$ cat src/rtl/retire_pkg.sv
// Shared types for the in-order retirement stage: FSM states, register index types
// and the per-slot ROB head record.
package retire_pkg;

  localparam int ARCH_REGS_DEF = 64;
  localparam int PHYS_REGS_DEF = 128;

  typedef enum logic [1:0] {RUN, DRAIN, FLUSH, HALTED} retire_state_e;

  typedef logic [$clog2(ARCH_REGS_DEF)-1:0] arch_idx_t;
  typedef logic [$clog2(PHYS_REGS_DEF)-1:0] phys_idx_t;

  typedef struct packed {
    logic      valid;
    logic      complete;
    logic      has_dest;
    arch_idx_t arch;
    phys_idx_t phys;
    phys_idx_t old_phys;
    logic      mispred;
    logic      halt;
  } rob_head_t;

endpackage

$ cat src/rtl/retire_select.sv
// Combinational retire-prefix selection: the oldest contiguous run of completed slots,
// cut after the first mispredicted branch or halt.
module retire_select #(
  parameter int W  = 1,
  parameter int PW = $clog2(W + 1)
) (
  input  logic          run_i,
  input  logic [W-1:0]  valid_i,
  input  logic [W-1:0]  complete_i,
  input  logic [W-1:0]  mispred_i,
  input  logic [W-1:0]  halt_i,
  output logic [W-1:0]  retire_o,
  output logic [PW-1:0] pop_cnt_o,
  output logic          stop_mispred_o,
  output logic          stop_halt_o
);

  logic open_c;

  // Only the last retiring slot can carry a stop flag, so at most one of the
  // stop outputs is set; mispred is tested first and wins over halt.
  always_comb begin
    retire_o       = '0;
    pop_cnt_o      = '0;
    stop_mispred_o = 1'b0;
    stop_halt_o    = 1'b0;
    open_c         = run_i;
    for (int i = 0; i < W; i++) begin
      if (open_c && valid_i[i] && complete_i[i]) begin
        retire_o[i] = 1'b1;
        pop_cnt_o   = pop_cnt_o + PW'(1);
        if (mispred_i[i]) begin
          stop_mispred_o = 1'b1;
          open_c         = 1'b0;
        end else if (halt_i[i]) begin
          stop_halt_o = 1'b1;
          open_c      = 1'b0;
        end
      end else begin
        open_c = 1'b0;
      end
    end
  end

endmodule

$ cat src/rtl/retire_unit.sv
// In-order retirement stage: pops completed ROB head entries, drives AMT commits and
// free-list releases, and sequences DRAIN/FLUSH recovery after a mispredicted branch.
module retire_unit
  import retire_pkg::*;
#(
  parameter int ARCH_REGS    = 64,
  parameter int PHYS_REGS    = 128,
  parameter int COMMIT_WIDTH = 1,
  parameter int CNT_W        = 32,
  localparam int AW = $clog2(ARCH_REGS),
  localparam int PW = $clog2(PHYS_REGS),
  localparam int CW = $clog2(COMMIT_WIDTH + 1)
) (
  input  logic                             clock,
  input  logic                             reset,
  input  logic [COMMIT_WIDTH-1:0]          rob_valid_i,
  input  logic [COMMIT_WIDTH-1:0]          rob_complete_i,
  input  logic [COMMIT_WIDTH-1:0]          rob_has_dest_i,
  input  logic [COMMIT_WIDTH-1:0][AW-1:0]  rob_arch_i,
  input  logic [COMMIT_WIDTH-1:0][PW-1:0]  rob_phys_i,
  input  logic [COMMIT_WIDTH-1:0][PW-1:0]  rob_old_phys_i,
  input  logic [COMMIT_WIDTH-1:0]          rob_mispred_i,
  input  logic [COMMIT_WIDTH-1:0]          rob_halt_i,
  output logic [CW-1:0]                    rob_pop_cnt_o,
  output logic [COMMIT_WIDTH-1:0]          commit_valid_o,
  output logic [COMMIT_WIDTH-1:0][AW-1:0]  commit_arch_o,
  output logic [COMMIT_WIDTH-1:0][PW-1:0]  commit_phys_o,
  output logic [COMMIT_WIDTH-1:0]          free_valid_o,
  output logic [COMMIT_WIDTH-1:0][PW-1:0]  free_phys_o,
  output logic                             flush_o,
  output logic                             halt_o,
  output logic [CNT_W-1:0]                 retired_count_o
);

  retire_state_e state_q, state_d;

  logic [COMMIT_WIDTH-1:0]         retire;
  logic [CW-1:0]                   pop_cnt;
  logic                            stop_mispred, stop_halt;
  logic                            run;

  logic [COMMIT_WIDTH-1:0]         commit_valid_q, commit_valid_d;
  logic [COMMIT_WIDTH-1:0][AW-1:0] commit_arch_q, commit_arch_d;
  logic [COMMIT_WIDTH-1:0][PW-1:0] commit_phys_q, commit_phys_d;
  logic [COMMIT_WIDTH-1:0]         free_valid_q, free_valid_d;
  logic [COMMIT_WIDTH-1:0][PW-1:0] free_phys_q, free_phys_d;
  logic [CNT_W-1:0]                cnt_q, cnt_d;

  // Reset gates selection so the ROB never sees a pop while reset is held.
  assign run = (state_q == RUN) && !reset;

  retire_select #(.W(COMMIT_WIDTH), .PW(CW)) u_select (
    .run_i          (run),
    .valid_i        (rob_valid_i),
    .complete_i     (rob_complete_i),
    .mispred_i      (rob_mispred_i),
    .halt_i         (rob_halt_i),
    .retire_o       (retire),
    .pop_cnt_o      (pop_cnt),
    .stop_mispred_o (stop_mispred),
    .stop_halt_o    (stop_halt)
  );

  always_comb begin
    state_d = state_q;
    case (state_q)
      RUN: begin
        if (stop_mispred)   state_d = DRAIN;
        else if (stop_halt) state_d = HALTED;
      end
      DRAIN:   state_d = FLUSH;
      FLUSH:   state_d = RUN;
      HALTED:  state_d = HALTED;
      default: state_d = RUN;
    endcase
  end

  // Data lanes are copied unconditionally; only the valid bits qualify them.
  always_comb begin
    commit_valid_d = retire & rob_has_dest_i;
    commit_arch_d  = rob_arch_i;
    commit_phys_d  = rob_phys_i;
    free_valid_d   = retire & rob_has_dest_i;
    free_phys_d    = rob_old_phys_i;
    cnt_d          = cnt_q + CNT_W'(pop_cnt);
  end

  always_ff @(posedge clock) begin
    if (reset) begin
      state_q        <= RUN;
      commit_valid_q <= '0;
      commit_arch_q  <= '0;
      commit_phys_q  <= '0;
      free_valid_q   <= '0;
      free_phys_q    <= '0;
      cnt_q          <= '0;
    end else begin
      state_q        <= state_d;
      commit_valid_q <= commit_valid_d;
      commit_arch_q  <= commit_arch_d;
      commit_phys_q  <= commit_phys_d;
      free_valid_q   <= free_valid_d;
      free_phys_q    <= free_phys_d;
      cnt_q          <= cnt_d;
    end
  end

  assign rob_pop_cnt_o   = pop_cnt;
  assign commit_valid_o  = commit_valid_q;
  assign commit_arch_o   = commit_arch_q;
  assign commit_phys_o   = commit_phys_q;
  assign free_valid_o    = free_valid_q;
  assign free_phys_o     = free_phys_q;
  assign flush_o         = (state_q == FLUSH);
  assign halt_o          = (state_q == HALTED);
  assign retired_count_o = cnt_q;

endmodule

$ cat config.mk
export PLATFORM = sky130hd
export DESIGN_NAME = retire_unit
export DESIGN_NICKNAME = d
export VERILOG_FILES = /design/src/rtl/retire_pkg.sv /design/src/rtl/retire_select.sv /design/src/rtl/retire_unit.sv
export SDC_FILE = /design/constraint.sdc
export NUM_CORES = 1
export LEC_CHECK = 0
export CAP_MARGIN = 20
export CORE_MARGIN = 2
export CORE_UTILIZATION = 44
export DETAILED_ROUTE_END_ITERATION = 8
export GPL_ROUTABILITY_DRIVEN = 0
export PLACE_DENSITY = 0.79
export SLEW_MARGIN = 20
export SYNTH_ARGS = -nofsm -noshare
export SYNTH_HDL_FRONTEND = slang
export SYNTH_SLANG_ARGS = --single-unit
$ cat constraint.sdc
create_clock -name clock -period 3.3 [get_ports clock]
set_input_delay 0.495 -clock clock [delete_from_list [all_inputs] [get_ports clock]]
set_output_delay 0.495 -clock clock [all_outputs]
set_load 0.05 [all_outputs]
# After elaboration in Yosys (flattened, before gate mapping)
# Cells that the tools add are included.
[totals] regBits=55 input_bits=27 word_cells=26
[op_classes] n_addsub=1 eq_ne=4 muxes=9 bitwise_logic=1 reduce_logical=5
[op_table] op="32-bit by 1-bit adder with 32-bit output" n=1
[op_table] op="2-bit case mux with 4 select lines" n=1
[op_table] op="1-bit 2-to-1 mux" n=6
[op_table] op="2-bit == test (second input constant)" n=2
[op_table] op="2-bit 2-to-1 mux" n=2
[op_table] op="1-bit logical AND" n=3
[op_table] op="3-bit inequality test (second input constant)" n=1
[op_table] op="2-bit by 1-bit == test with 1-bit output (second input constant)" n=1
[op_table] op="2-bit zero test" n=1
[op_table] op="1-bit AND" n=1
[op_table] op="1-bit zero test" n=1

# Longest topological paths before layout
[logic_depth] ltp_word=8 ltp_mapped=9

# Cells and area by module
# A second synthesis with hierarchy kept.
[hier_totals] cells_unflattened=250 hier_area_um2=2342.2
[modules_own_cells] mod="retire_unit" n_inst=1 cells_per_inst=246 area_per_inst_um2=2307.2 seq_area_each_um2=1101.1
[modules_own_cells] mod="retire_select" n_inst=1 cells_per_inst=4 area_per_inst_um2=35.0 seq_area_each_um2=0.0

# Worst setup path after synthesis
# OpenSTA, ideal clock, no wires.
[synth_path] kind="register to register" from="register state_q[0]" to="register cnt_q[28] (netlist: retired_count_o[28])" setup_ns=0.123 arrival_time_ns=3.169 required_time_ns=3.177 path_slack_ns=0.008 path_stages_with_launch=10 n_path_buf=0 synth_period_minus_slack_ns=3.292 path_cell_list="dfxtp_1 inv_1 ha_1 and4b_1 ha_1 ha_1 nand4_4 or4_4 or4_1 mux2_1"
[synth_via] elab_chain_cells=6
[synth_rtl] item="start: declaration" line="retire_unit.sv:35" text="retire_state_e state_q, state_d;"
[synth_rtl] item="start signal: assignment" line="retire_unit.sv:98" text="state_q <= state_d;"
[synth_rtl] item="2-bit zero test" line="retire_unit.sv:50" text="assign run = (state_q == RUN) && !reset;"
[synth_rtl] item="1-bit logical AND" line="retire_unit.sv:50"
[synth_rtl] item="1-bit logical AND (2 in a row)" line="retire_select.sv:29" text="if (open_c && valid_i[i] && complete_i[i]) begin"
[synth_rtl] item="1-bit 2-to-1 mux" line="retire_select.sv:29"
[synth_rtl] item="named net rob_pop_cnt_o" line="retire_unit.sv:24" text="output logic [CW-1:0] rob_pop_cnt_o,"
[synth_rtl] item="32-bit by 1-bit adder with 32-bit output" line="retire_unit.sv:85" text="cnt_d = cnt_q + CNT_W'(pop_cnt);"
[synth_rtl] item="end signal: assignment" line="retire_unit.sv:104" text="cnt_q <= cnt_d;"
[synth_rtl] item="end: declaration" line="retire_unit.sv:47" text="logic [CNT_W-1:0] cnt_q, cnt_d;"
# The timed path passes the listed nets, and every way through them passes these cells.
# A chain may end at the register's enable or synchronous reset.

# Final worst setup path
[layout_path] from="register state_q[0]" to="register cnt_q[30] (netlist: retired_count_o[30])"
[layout_via] elab_chain_cells=6
[layout_rtl] item="2-bit zero test" line="retire_unit.sv:50"
[layout_rtl] item="1-bit logical AND" line="retire_unit.sv:50"
[layout_rtl] item="1-bit logical AND (2 in a row)" line="retire_select.sv:29"
[layout_rtl] item="1-bit 2-to-1 mux" line="retire_select.sv:29"
[layout_rtl] item="32-bit by 1-bit adder with 32-bit output" line="retire_unit.sv:85"
# Every way passes these cells.

==> impl_metrics.tcl <==
set metrics [dict create \
    netlist_top_cells_count "dfxtp_1 (55), nor2b_1 (34), nor2_1 (25)" \
    grt_pass1_wl_um 8670 \
    ctsResizeCount 0 \
    setup_violations 0 \
    yosysMostFrequentCell "dfxtp_1" \
    die_h_um 76.0 \
    fin_setup_tns_ps 0 \
    area_growth_pct 45.4 \
    hpwl_um 3610 \
    reg2reg_to "retired_count_o[30]" \
    root_buffer "clkbuf_8" \
    r2r_setup_slack_ps 350 \
    synth.top_cell.area_share_pct 48.3 \
    hold_viol_final 0 \
    first_pass_iters 4 \
    cpMostUsedCell "ha_1" \
    synth_mux_area_share_pct 5.87 \
    routed_wl_um 4990 \
    synthTopCellsByArea "dfxtp_1 (48%), nor2b_1 (9.3%), mux2_2 (4.4%), nor2_1 (4.1%), ha_1 (3.8%)" \
    path_class "register to register" \
    cap_violations 0 \
    yosys.area.top_type "dfxtp_1" \
    core.rowCount 26 \
    yosys.area_share.simple_pct 30.4 \
    cts_hold_buf 0 \
    startpoint_type "register" \
    worst-path-stages 9 \
    critPathMaxStageDelay_ps 540 \
    antenna_found_initial 0 \
    crit_fanout 7 \
    ys_ff_latch 55 \
    drc 0 \
    rsz0062_at_grt "false" \
    dpl.cell_count 388 \
    synth.avg_cell_area_um2 9.54 \
    cts_tree "yes" \
    diodes 0 \
    drive_above_1_share_pct 10.7 \
    async_reset_ff_share_pct 0 \
    drtIter0Drc 91 \
    syn_nets 273 \
    start_util_pct 45.2 \
    worst_path_max_delay_cell "or4_4" \
    cp.required_ps 3490 \
    crit_arrival_ps 3140 \
    endpoint "retired_count_o[30]" \
    status "finished, final reports clean" \
    worstSkewPairLatency_ps 300 \
    ant_nets 0 \
    post-route-period-util_pct 89.4 \
    ys_seq_area_share_pct 48.3 \
    reg2regPathDepth 9 \
    cts.sinks 55 \
    first_global_vias 1855 \
    slew_violations 0 \
    timing.critical_path.cells "inv_1 -> ha_1 -> and4b_1 -> ha_1 -> ha_1 -> nand4_4 -> or4_4 -> or4_1 -> mux2_1" \
    nets 359 \
    die_area_um2 5770 \
    worst_pin_slew_ps 630 \
    crit_start "state_q[0]" \
    yosys.area_share.xor_xnor_pct 4.23 \
    path_buf_inv 1 \
    grt.overflow.total 0 \
    wire_per_inst_um 12.6 \
    vias 1940 \
    critical_path.reg2reg.startpoint "state_q[0]" \
    numCtsBuffers 5 \
    synth_top_family_by_area "simple AND/OR/NAND/NOR gates" \
    synth-compound-area-share_pct 4.56 \
    io_pins 84 \
    syn-cell-area_um2 2280 \
    syn_inst 239 \
    ir_drop_mv 0.307 \
    fin_skew_ps 5.30 \
    end_kind "register" \
    drt-vias-per-instance 4.90 \
    cts.path.max_buffers 2 \
    io_buffer_count 83 \
    hold_path_class "register to register" \
    fin_cells 396 \
    grtUsageTotal_pct 18.0 \
    p_leak_nw 1.20 \
    grt_max_degree 66 \
    ys_types 38 \
    coreArea_um2 5040 \
    slew_headroom_pct 58.0 \
    synth_fa_ha_area_share_pct 3.84 \
    power_density_nw_per_um2 428 \
    htreeDepth 2 \
    synth-edff-count 0 \
    ys_warn_count 0 \
    cpLargestDelayFamily "simple AND/OR/NAND/NOR gates" \
    max_freq_ghz 0.339 \
    die_w_um 76.0 \
    ys.flop_type "dfxtp_1" \
    post_cts_buffers 0 \
    clk_pin_slew_ps 90 \
    fin_crit_ps 2950 \
]
[cells by family after synthesis]
| kind of cell | count (synthesis) |
|---|---|
| adder cells (fa/ha/maj) | 7 |
| XOR/XNOR | 11 |
| AND/OR/NAND/NOR | 119 |
| AO/OA/AOI/OAI | 19 |
| buffers and inverters | 16 |
| multiplexers | 12 |
| flip-flops | 55 |
[worst min path at each step]
stage / cells past startpoint / to / startpoint
final: 2 / retired_count_o[14] / retired_count_o[14]
after global routing: 2 / retired_count_o[14] / retired_count_o[14]
after CTS: 2 / retired_count_o[14] / retired_count_o[14]
after detailed placement: 2 / retired_count_o[14] / retired_count_o[14]
after global placement: 2 / retired_count_o[14] / retired_count_o[14]
after floorplan: 2 / state_q[0] / state_q[0]
[cell usage in the layout (no fill, tap or decap), drive strengths merged]
| cell | synthesis | routed |
|---|---|---|
| a211oi | 1 | 1 |
| a21bo | 1 | 1 |
| a21oi | 8 | 8 |
| a31oi | 1 | 1 |
| and2 | 1 | 1 |
| and3 | 3 | 3 |
| and4 | 1 | 1 |
| and4b | 1 | 1 |
| buf | 2 | 7 |
| bufinv | 0 | 1 |
| clkbuf | 8 | 6 |
| clkdlybuf4s50 | 0 | 82 |
| clkinv | 0 | 1 |
| dfxtp | 55 | 55 |
| ha | 7 | 7 |
| inv | 6 | 6 |
| mux2 | 11 | 11 |
| mux2i | 1 | 1 |
| nand2 | 8 | 8 |
| nand2b | 1 | 1 |
| nand3 | 11 | 11 |
| nand4 | 7 | 7 |
| nor2 | 25 | 25 |
| nor2b | 34 | 34 |
| nor3 | 8 | 8 |
| nor4 | 5 | 5 |
| o21ai | 8 | 8 |
| or2 | 1 | 1 |
| or3 | 8 | 8 |
| or4 | 5 | 5 |
| xnor2 | 9 | 9 |
| xor2 | 2 | 2 |
[layer usage]
metal | GRT usage (%) | part of all wire [%] | wire length, µm | vias to the layer above
met1 | 22.2 | 44 | 2180 | 891
met3 | 6.75 | 8.2 | 409 | 4
met4 | 4.55 | 0.88 | 44 | 0
met2 | 29.9 | 47 | 2360 | 59
li1 | - | - | - | 986
met5 | 0 | 0 | 0 | -
[cell type report]
cell class,count,area (µm²)
Sequential cell,55,1100
Fill cell,425,1730
Clock buffer,6,82.6
Inverter,6,22.5
Tap cell,70,87.6
Multi-Input combinational cell,168,1110
Clock inverter,2,35.0
Timing Repair Buffer,89,871
[worst register-to-register path: cells and delay by family, from the launching register on]
family        cells  cell delay, ps
fa+ha+maj         3             610
flops             1             350
buf+inv           1             120
mux               1             320
simple gates      4            1450
[metrics by stage]
step           area (µm²)  util [%]  hold slack, ps  worst slack, ps  power (W)
2_1_floorplan        2280         -             510             7.60   0.000889
3_3_place_gp         3200      63.4             485              125   0.000974
3_5_place_dp         3200      63.4             506             43.5   0.000983
4_1_cts              3310      65.7             520              349    0.00144
5_1_grt              3310      65.7             565              193    0.00149
6_report             3310      65.7             513              351    0.00142
[power breakdown]
part / total [W] / internal, W / switching (W)
clock: 0.000452 / 0.000246 / 0.000206
combinational: 0.000264 / 0.000112 / 0.000152
sequential: 0.000702 / 0.000688 / 0.0000141
total: 0.00142 / 0.00105 / 0.000372
[sequential cells by signal, summed over array words and instances (netlist names)]
| signal | count |
|---|---|
| free_phys_o | 7 |
| free_valid_o | 1 |
| retired_count_o | 32 |
| commit_phys_o | 7 |
| commit_arch_o | 6 |
| state_q | 2 |
Power figures use the tool's default switching activity.
